$ cat config.mk
export PLATFORM = sky130hd
export DESIGN_NAME = control_juego
export DESIGN_NICKNAME = d
export VERILOG_FILES = /design/src/rtl/juego_pkg.sv /design/src/rtl/decodificador_posicion.sv /design/src/rtl/control_juego.sv
export SDC_FILE = /design/constraint.sdc
export NUM_CORES = 1
export LEC_CHECK = 0
export BUFFER_PORTS_ARGS = -buffer_cell sky130_fd_sc_hd__buf_4
export CAP_MARGIN = 20
export CORE_MARGIN = 2
export CORE_UTILIZATION = 25
export CTS_BUF_LIST = sky130_fd_sc_hd__clkbuf_4
export CTS_CLUSTER_SIZE = 25
export DETAILED_ROUTE_END_ITERATION = 7
export HOLD_SLACK_MARGIN = 0.06
export PLACE_DENSITY_LB_ADDON = 0.3
export SYNTH_ARGS = -nofsm -noshare
export SYNTH_HDL_FRONTEND = slang
export SYNTH_SLANG_ARGS = --single-unit
$ cat constraint.sdc
create_clock -name clk -period 2.9 [get_ports clk]
set_clock_uncertainty 0.1 [all_clocks]
set_input_delay 0.435 -clock clk [delete_from_list [all_inputs] [get_ports clk]]
set_output_delay 0.435 -clock clk [all_outputs]
set_load 0.01 [all_outputs]
$ cat src/rtl/juego_pkg.sv
// juego_pkg: shared types and constants for the tic-tac-toe controller
//   estado_t    controller FSM states
//   JUGADOR_*   player codes (also the value of turno)
//   GANADOR_*   result codes driven on ganador
//   LINEAS      the eight winning-line masks, bit i = cell i
package juego_pkg;
    typedef enum logic [1:0] {ESPERA, VALIDA, EVALUA, FIN} estado_t;
    localparam logic JUGADOR_X = 1'b0;
    localparam logic JUGADOR_O = 1'b1;
    localparam logic [1:0] GANADOR_NINGUNO = 2'b00;
    localparam logic [1:0] GANADOR_X       = 2'b01;
    localparam logic [1:0] GANADOR_O       = 2'b10;
    localparam logic [1:0] GANADOR_EMPATE  = 2'b11;
    localparam int NUM_CELDAS = 9;
    localparam logic [NUM_CELDAS-1:0] LINEAS [8] = '{
        9'h007, 9'h038, 9'h1c0,
        9'h049, 9'h092, 9'h124,
        9'h111, 9'h054
    };
endpackage

$ cat src/rtl/decodificador_posicion.sv
// decodificador_posicion: 4-to-16 one-hot decoder with enable
//   en_i     enable; output is all zero when low
//   pos_i    position to decode
//   onehot_o one-hot select, bit pos_i set when enabled
module decodificador_posicion (
    input  logic        en_i,
    input  logic [3:0]  pos_i,
    output logic [15:0] onehot_o
);
    assign onehot_o = en_i ? (16'h0001 << pos_i) : 16'h0000;
endmodule

$ cat src/rtl/control_juego.sv
// control_juego: turn and game-state controller for the 3x3 board
//   clk, rst_n          clock, async active-low reset
//   reiniciar           sync new-game request, overrides everything
//   mov_valido,posicion move request strobe and requested cell 0-8
//   listo, fin          ready for a move / game over
//   turno               player to move (0 = X, 1 = O)
//   tablero_x/o         cells held by each player
//   ilegal              one-cycle pulse on a rejected move
//   ganador             00 none, 01 X, 10 O, 11 draw
module control_juego
    import juego_pkg::*;
(
    input  logic       clk,
    input  logic       rst_n,
    input  logic       reiniciar,
    input  logic       mov_valido,
    input  logic [3:0] posicion,
    output logic       listo,
    output logic       turno,
    output logic [8:0] tablero_x,
    output logic [8:0] tablero_o,
    output logic       ilegal,
    output logic [1:0] ganador,
    output logic       fin
);
    estado_t               estado_q, estado_d;
    logic [3:0]            pos_q, pos_d;
    logic                  jug_q, jug_d;
    logic                  turno_q, turno_d;
    logic [NUM_CELDAS-1:0] tx_q, tx_d, to_q, to_d;
    logic [3:0]            cnt_q, cnt_d;
    logic [1:0]            ganador_q, ganador_d;
    logic                  ilegal_q, ilegal_d;
    logic [15:0]           sel;
    logic [NUM_CELDAS-1:0] celda, tablero_mov;
    logic [7:0]            linea_llena;
    logic                  fuera, gana;

    decodificador_posicion u_dec (
        .en_i    (estado_q == VALIDA),
        .pos_i   (pos_q),
        .onehot_o(sel)
    );

    // Positions 9-15 land above the board bits, so they flag the move illegal
    // instead of selecting a cell.
    assign celda = sel[NUM_CELDAS-1:0];
    assign fuera = |sel[15:NUM_CELDAS];
    assign tablero_mov = (jug_q == JUGADOR_O) ? to_q : tx_q;

    always_comb begin
        linea_llena = '0;
        for (int i = 0; i < 8; i++)
            linea_llena[i] = (tablero_mov & LINEAS[i]) == LINEAS[i];
    end
    assign gana = |linea_llena;

    always_comb begin
        estado_d  = estado_q;
        pos_d     = pos_q;
        jug_d     = jug_q;
        turno_d   = turno_q;
        tx_d      = tx_q;
        to_d      = to_q;
        cnt_d     = cnt_q;
        ganador_d = ganador_q;
        ilegal_d  = 1'b0;
        case (estado_q)
            ESPERA: if (mov_valido) begin
                pos_d    = posicion;
                jug_d    = turno_q;
                estado_d = VALIDA;
            end
            VALIDA: if (fuera || |(celda & (tx_q | to_q))) begin
                ilegal_d = 1'b1;
                estado_d = ESPERA;
            end else begin
                tx_d     = (jug_q == JUGADOR_X) ? (tx_q | celda) : tx_q;
                to_d     = (jug_q == JUGADOR_O) ? (to_q | celda) : to_q;
                cnt_d    = cnt_q + 4'd1;
                estado_d = EVALUA;
            end
            // A line is tested before the draw count so a 9th-move line wins.
            EVALUA: if (gana) begin
                ganador_d = (jug_q == JUGADOR_O) ? GANADOR_O : GANADOR_X;
                estado_d  = FIN;
            end else if (cnt_q == 4'(NUM_CELDAS)) begin
                ganador_d = GANADOR_EMPATE;
                estado_d  = FIN;
            end else begin
                turno_d  = ~turno_q;
                estado_d = ESPERA;
            end
            FIN:     estado_d = FIN;
            default: estado_d = ESPERA;
        endcase
        if (reiniciar) begin
            estado_d  = ESPERA;
            turno_d   = JUGADOR_X;
            tx_d      = '0;
            to_d      = '0;
            cnt_d     = '0;
            ganador_d = GANADOR_NINGUNO;
            ilegal_d  = 1'b0;
        end
    end

    always_ff @(posedge clk or negedge rst_n) begin
        if (!rst_n) begin
            estado_q  <= ESPERA;
            pos_q     <= '0;
            jug_q     <= JUGADOR_X;
            turno_q   <= JUGADOR_X;
            tx_q      <= '0;
            to_q      <= '0;
            cnt_q     <= '0;
            ganador_q <= GANADOR_NINGUNO;
            ilegal_q  <= 1'b0;
        end else begin
            estado_q  <= estado_d;
            pos_q     <= pos_d;
            jug_q     <= jug_d;
            turno_q   <= turno_d;
            tx_q      <= tx_d;
            to_q      <= to_d;
            cnt_q     <= cnt_d;
            ganador_q <= ganador_d;
            ilegal_q  <= ilegal_d;
        end
    end

    assign listo     = estado_q == ESPERA;
    assign fin       = estado_q == FIN;
    assign turno     = turno_q;
    assign tablero_x = tx_q;
    assign tablero_o = to_q;
    assign ilegal    = ilegal_q;
    assign ganador   = ganador_q;
endmodule

# After elaboration in Yosys (flattened, before gate mapping)
# Cells that the tools add are included.
# W data, S select, Z words.
# totals
ff_bits	33
in_bits	8
elab_cells	79
# classes
add_sub_neg	1
eq_ne	17
shifts	1
n_mux	31
bitwise	5
reduce_logical	15
# op_table
operator	count
$mux W9	9
$or A9 B9 Y9	3
$eq A3 B3 Y1 const B	8
$mux W2	10
$mux W16	1
$shl A1 B4 Y16 const A	1
$mux W4	3
$and A9 B9 Y9	1
$reduce_and A3 Y1	3
$reduce_or A9 Y1	1
$ne A2 B2 Y1 const B	4
$pmux W2 S4	1
$reduce_or A8 Y1	1
$mux W1	7
$reduce_or A7 Y1	1
$reduce_and A2 Y1	3
$reduce_bool A2 Y1	3
$add A4 B1 Y4 const B	1
$eq A2 B2 Y1 const B	2
$eq A4 B4 Y1 const B	1
$ne A3 B3 Y1 const B	1
$reduce_bool A3 Y1	1
$eq A2 B1 Y1 const B	1
$logic_not A2 Y1	1
other kinds (2)	2

# Depth between registers and ports, before layout
# Gate-level depths: netlist of the first run.
# logic_depth
word_depth	8
mapped_depth	7
depth_no_buf	7

# Hierarchy
# Synthesis of the first run repeated with hierarchy kept, for this count alone.
# unflattened
cells_unflattened	168
area_unflattened_um2	1745.4
# by_module_without_submodules
module	instances	cells_each	area_each_um2	seq_area_each_um2
control_juego	1	145	1625.3	825.8
decodificador_posicion	1	23	120.1	0.0

# Least setup slack after synthesis of the first run
# Ideal clock, no wire load.
# synth_timing
path_type	flip-flop to flip-flop
from	register to_q[2], in the netlist tablero_o[2]
to	register turno_q, in the netlist turno
setup_time_ps	127
arrival_time_ps	1855
required_time_ps	2673
path_slack_ps	817
stages_incl_launch_ff	6
cell_sequence	dfrtp_1 > mux2_2 > a32oi_1 > nand3_1 > a2111oi_1 > mux2_1
# synth_between
elab_chain_cells	5
# synth_rtl
element	line	rtl
from (decl)	control_juego.sv:30	logic [NUM_CELDAS-1:0] tx_q, tx_d, to_q, to_d;
from (signal assigned)	control_juego.sv:125	to_q <= to_d;
$mux W9 *	control_juego.sv:49	assign tablero_mov = (jug_q == JUGADOR_O) ? to_q : tx_q;
$eq A3 B3 Y1	control_juego.sv:54	linea_llena[i] = (tablero_mov & LINEAS[i]) == LINEAS[i];
$reduce_or A8 Y1 *	control_juego.sv:56	assign gana = |linea_llena;
$ne A2 B2 Y1 (no line) *	--	
$reduce_and A3 Y1 (no line) *	--	
to (signal assigned)	control_juego.sv:123	turno_q <= turno_d;
to (decl)	control_juego.sv:29	logic turno_q, turno_d;
# Every way passes the cells marked *; elsewhere a longest branch is shown, timed or not.
# A chain may end at the register's enable or synchronous reset.

# Final worst setup path of the first run
# layout_timing
from	register jug_q
to	register turno_q, in the netlist turno
# layout_between
elab_chain_cells	5
# layout_rtl
element	line	rtl
from (decl)	control_juego.sv:28	logic jug_q, jug_d;
from (signal assigned)	control_juego.sv:122	jug_q <= jug_d;
$mux W9 *	control_juego.sv:49	
$eq A3 B3 Y1	control_juego.sv:54	
$reduce_or A8 Y1 *	control_juego.sv:56	
$ne A2 B2 Y1 (no line) *	--	
$reduce_and A3 Y1 (no line) *	--	
# Marked as above.

==> flow_summary.yaml, run 1 <==
power_and_ir_drop:
  pwr-share-comb: 0.190
  ir_drop_v: 0.000271
  p_seq_frac: 0.488
  leakagePower_nw: 0.991
  pwr_density_cell_nw_per_um2: 475
  power.internal_mw: 0.754
  p_sw_frac: 0.309
  p_switching_mw: 0.337
  clockPowerShare: 0.321
worst_setup_path:
  r2r_end: "turno"
  crit_chain: "mux2_2 -> a32oi_1 -> nand3_1 -> a2111oi_1 -> mux2_1"
  endpoint: "turno"
  worst-endpoint-arrival_ns: 2.59
  timing.rr.start: "jug_q"
  end_kind: "flip-flop"
  worstSetupPathDepth: 5
  cpMaxStageDelayCell: "dfrtp_1"
  cpPeakStageDelay_ns: 0.60
  ff2ff_setup_slack_ns: 0.45
  crit_start: "jug_q"
  worst-path-max-fanout: 12
  worst-path-buf-inv: 0
  reg2reg_depth: 5
  crit_type: "flip-flop to flip-flop"
  setup.worst_path.start_class: "flip-flop"
  crit_family: "multiplexers"
  worstPathRequired_ns: 3.04
cts:
  cts_made_buffers: 5
  worst_skew_pair.late_latency_ns: 0.35
  cts_buffer_depth: 2
  cts_root_buffer: "clkbuf_4"
  postCtsSetupBuffers: 0
  cts_tree: "yes"
  htreeDepth: 2
  clk_pin_slew_ns: 0.11
  clock_sinks: 33
logic_synthesis:
  syn_nets: 207
  ys.warnings.count: 0
  syn_inst: 197
  syn_area_per_cell_um2: 9.60
  ys.flop_type: "dfrtp_1"
  synth.top_cell.area_share: 0.437
  netlist.top_cell.by_area: "dfrtp_1"
  syn-cell-area_um2: 1890
  synth_edf_count: 0
  synth-seq-area-share: 0.437
  synth-async-reset-ratio: 1.00
  synth_seq_cells: 33
  synth.area.top_cells: "dfrtp_1 (44%), o22ai_2 (5.3%), inv_1 (4.0%), nor2_1 (3.6%), mux2_2 (2.4%)"
  synth.distinct_cells: 51
run:
  max_cap_violations: 0
timing:
  slew_headroom: 0.550
  tightest_slew_ns: 0.667
  fin_tns_setup_ns: 0
  hold_viol: 0
  post-route-min-period_ns: 2.45
  maxClockFrequency_mhz: 409
  final-setup-viol-count: 0
  rsz0062_at_grt: "false"
  slew_viol_final: 0
  finalCritPeriodShare: 0.844
hold_path:
  whs_path_depth: 3
  hp-class: "input pin to flip-flop"
global_route:
  grtUsageTotal: 0.126
  grt_max_degree: 40
  grt_pass1_vias: 1547
  grt_first_pass_wirelength_um: 8490
  antenna_found_initial: 0
  overflow: 0
finish:
  antennaDiodeCount: 0
  mostFrequentLayoutCells: "dfrtp_1 (33), buf_4 (31), inv_1 (20)"
  drive_gt1_frac: 0.256
  layout_commonest_cell: "dfrtp_1"
  fillers: 783
  syn2layout_area_growth_pct: 21.4
  final_nets: 236
  fin_area_um2: 2300
floorplanning:
  die_w_um: 91.0
  initial_core_util: 0.259
  die_h_um: 91.0
  die_area_um2: 8280
  rows: 31
  coreArea_um2: 7290
  ios: 32
placement:
  place_congestion: 0.950
  dp_hpwl_um: 3620
  portBuffers: 31
  place_area_um2: 2210
route:
  dr.first_iter.drc_count: 118
  first_pass_iters: 4
  wl_per_cell_um: 15.2
  antenna_left: 0
  via_per_inst: 5.06
  routed_wl_um: 4960
  vias: 1651
  drc: 0
outcome:
  status: "finished, final reports clean"
## routing by layer
layer	share of wire	track usage
met3	0.061	0.0315
met5	0	0
met2	0.44	0.180
met4	0.010	0.0354
met1	0.49	0.187
## worst min path at each step
| stage | endpoint | from | slack, ns |
|---|---|---|---|
| 6_report | pos_q[2] | posicion[2] | 0.20 |
| 5_1_grt | pos_q[1] | posicion[1] | 0.21 |
| 4_1_cts | pos_q[2] | posicion[2] | 0.21 |
| 3_5_place_dp | tablero_o[3] | rst_n | 0.31 |
| 3_3_place_gp | tablero_o[3] | rst_n | 0.31 |
| 2_1_floorplan | cnt_q[0] | rst_n | 0.04 |
## kinds of logic (layout without fill, tap and decap cells)
family | after synthesis | after routing | synth area share
AND/OR/NAND/NOR | 73 | 73 | 0.211
buffers and inverters | 31 | 61 | 0.0635
adder cells (fa/ha/maj) | 2 | 2 | 0.0132
multiplexers | 7 | 7 | 0.0417
AO/OA/AOI/OAI | 51 | 51 | 0.234
flip-flops | 33 | 33 | 0.437
## sequential cells by signal, summed over array words and instances (netlist names)
register / cells
tablero_o: 9
cnt_q: 4
estado_q: 2
pos_q: 4
tablero_x: 9
jug_q: 1
turno: 1
ilegal: 1
ganador: 2
## power groups by stage
stage | sequential (mW) | combinational [mW] | clock [mW]
2_1_floorplan | 0.510 | 0.177 | 0
3_3_place_gp | 0.542 | 0.207 | 0
3_5_place_dp | 0.542 | 0.208 | 0
4_1_cts | 0.533 | 0.210 | 0.360
5_1_grt | 0.542 | 0.237 | 0.374
6_report | 0.533 | 0.208 | 0.351
## through the flow
step	utilization	worst slack [ns]	power, mW	hold WS [ns]	std cells
2_1_floorplan	-	0.817	0.687	0.0394	197
3_3_place_gp	0.303	0.508	0.749	0.314	317
3_5_place_dp	0.303	0.472	0.750	0.311	317
4_1_cts	0.315	0.445	1.10	0.209	326
5_1_grt	0.315	0.280	1.15	0.207	326
6_report	0.315	0.452	1.09	0.196	326
## worst reg2reg max path, cell delays in order (launching register included)
cell and delay, ns:
dfrtp_1 0.60, mux2_2 0.42, a32oi_1 0.25, nand3_1 0.17, a2111oi_1 0.45, mux2_1 0.36
## final cells by class
type,count,area [um2],share of cell area
multi-input combinational,133,946,0.412
tap,99,124,0.0540
inverter,21,78.8,0.0343
clock inverter,2,33.8,0.0147
timing repair buffer,32,243,0.106
sequential,33,826,0.360
clock buffer,6,45.0,0.0196
## cell usage after synthesis, types with 2 or more instances
library cell	instances
o22ai_2	8
a32oi_1	2
or4_1	2
or4_4	3
o221a_2	2
a22oi_1	2
a211oi_1	2
nor3_1	8
a21oi_1	6
o22ai_1	6
mux2_2	4
mux2_1	3
nand2_1	12
nand3b_1	2
o311a_1	2
inv_1	20
a22o_1	2
dfrtp_1	33
ha_1	2
o21ai_0	2
and2_1	2
a311o_1	2
a211o_1	2
nand2b_1	3
o31ai_1	2
nand3_1	8
clkbuf_1	8
a41oi_1	2
nor4_1	2
nor2b_1	5
nor2_1	18
## what timing repair did
action,4_1_cts,5_1_grt
gates resized for setup,0,0
hold endpoints to repair,33,0
hold buffers,1,0
No activity file was read; power rests on OpenSTA's default activity.
==> run 2, diff against run 1 <==
==> constraint.sdc (replaced) <==
create_clock -name clk -period 2.6 [get_ports clk]
set_clock_uncertainty 0.1 [all_clocks]
set_input_delay 0.39 -clock clk [delete_from_list [all_inputs] [get_ports clk]]
set_output_delay 0.39 -clock clk [all_outputs]
set_load 0.01 [all_outputs]
==> flow_summary.yaml, run 2 (synthesis gave the netlist of run 1 again) <==
outcome:
  status: "finished, final reports clean"
route:
  wl_per_cell_um: 15.3
  via_per_inst: 5.01
  drc: 0
  vias: 1648
  antenna_left: 0
  dr.first_iter.drc_count: 151
  routed_wl_um: 5050
  first_pass_iters: 4
floorplanning:
  die_area_um2: 8280
  initial_core_util: 0.259
  die_w_um: 91.0
  coreArea_um2: 7290
  die_h_um: 91.0
  ios: 32
  rows: 31
global_route:
  grtUsageTotal: 0.130
  grt_pass1_vias: 1649
  met2_usage: 0.199
  antenna_found_initial: 0
  grt_max_degree: 40
  met3_usage: 0.0365
  overflow: 0
  grt_first_pass_wirelength_um: 8690
  grt_use_met1: 0.181
  top_usage_layer: "met2"
finish:
  final_util: 0.319
  mostFrequentLayoutCells: "buf_4 (34), dfrtp_1 (33), inv_1 (20)"
  antennaDiodeCount: 0
  drive_gt1_frac: 0.270
  final_nets: 239
  fillers: 799
  layout_commonest_cell: "buf_4"
  syn2layout_area_growth_pct: 22.8
timing:
  finalCritPeriodShare: 0.870
  fin_tns_setup_ns: 0
  holdWs_ns: 0.156
  slew_viol_final: 0
  tightest_slew_ns: 0.639
  post-route-min-period_ns: 2.26
  final-setup-viol-count: 0
  slew_headroom: 0.569
  hold_viol: 0
  rsz0062_at_grt: "false"
  maxClockFrequency_mhz: 442
cts:
  cts_tree: "yes"
  clock_sinks: 33
  clk_pin_slew_ns: 0.13
  htreeDepth: 2
  worst_skew_pair.late_latency_ns: 0.35
  cts_resized: 0
  postCtsSetupBuffers: 0
  cts_made_buffers: 5
  cts_buffer_depth: 2
  cts_root_buffer: "clkbuf_4"
run:
  max_cap_violations: 0
hold_path:
  hp-class: "input pin to flip-flop"
  hp-start: "posicion[2]"
  hold_end: "pos_q[2]"
  whs_path_depth: 3
worst_setup_path:
  crit_chain: "mux2_2 -> a32oi_1 -> nand3_1 -> a2111oi_1 -> mux2_1"
  cpMaxStageDelayCell: "dfrtp_1"
  cpPeakStageDelay_ns: 0.46
  end_kind: "flip-flop"
  timing.rr.start: "tablero_o[2]"
  worstPathRequired_ns: 2.74
  crit_type: "flip-flop to flip-flop"
  r2r_end: "turno"
  setup.worst_path.start_class: "flip-flop"
  reg2reg_depth: 5
  worst-endpoint-arrival_ns: 2.40
  ff2ff_setup_slack_ns: 0.34
  worst-path-max-fanout: 5
power_and_ir_drop:
  ir_drop_v: 0.000173
  pwr_density_cell_nw_per_um2: 534
  leakagePower_nw: 1.00
placement:
  place_congestion: 0.851
  dp_hpwl_um: 3720
  portBuffers: 31
==> run 2: cell types whose count changed in the layout (fill, tap and decap cells not counted), sizes merged <==
cell      change
buf           +3
clkbuf        -1
clkinvlp      +1
==> run 2: cell type report <==
| class | instances | area [um2] | share of cell area |
|---|---|---|---|
| Timing Repair Buffer | 35 | 265 | 0.114 |
| Inverter | 21 | 78.8 | 0.0339 |
| Sequential cell | 33 | 826 | 0.355 |
| Multi-Input combinational cell | 133 | 946 | 0.407 |
| Tap cell | 99 | 124 | 0.0533 |
| Clock buffer | 5 | 37.5 | 0.0162 |
| Clock inverter | 3 | 46.3 | 0.0199 |
==> run 2: worst max-delay path, delay by kind of cell (launching register included) <==
family,cells,cell delay (ns)
DFF,1,0.46
muxes,2,0.69
AOI/OAI and AO/OA,2,0.70
and+or+nand+nor,1,0.19
==> run 2: metrics by stage <==
stage / power [mW] / area [um2] / setup slack, ns / instances
3_3_place_gp: 0.846 / 2230 / 0.346 / 320
5_1_grt: 1.32 / 2320 / 0.114 / 329
3_5_place_dp: 0.848 / 2230 / 0.337 / 320
2_1_floorplan: 0.766 / 1890 / 0.517 / 197
4_1_cts: 1.25 / 2320 / 0.305 / 329
6_report: 1.24 / 2320 / 0.337 / 329
==> run 2: power breakdown <==
| part | switching, mW | total, mW | internal [mW] |
|---|---|---|---|
| clock network | 0.200 | 0.404 | 0.204 |
| registers | 0.0452 | 0.581 | 0.536 |
| logic | 0.153 | 0.256 | 0.103 |
==> run 2: worst max-delay path by stage <==
stage,depth (start not counted),end,slack (ns),startpoint
detailed placement,5,turno,0.34,tablero_o[2]
global placement,5,turno,0.35,tablero_x[2]
finish,5,turno,0.34,tablero_o[2]
CTS,5,turno,0.30,tablero_o[2]
floorplan,5,turno,0.52,tablero_o[2]
global route,5,cnt_q[3],0.11,pos_q[2]
==> run 2: per-layer routing <==
metal / routed length (um) / share of wire
met4: 63 / 0.012
met2: 2330 / 0.46
met3: 311 / 0.062
met5: 0 / 0
met1: 2340 / 0.46
==> run 2: what timing repair did <==
action	4_1_cts	5_1_grt
endpoints found under the hold margin	33	0
endpoints found under the setup margin	0	0
hold buffers	1	0
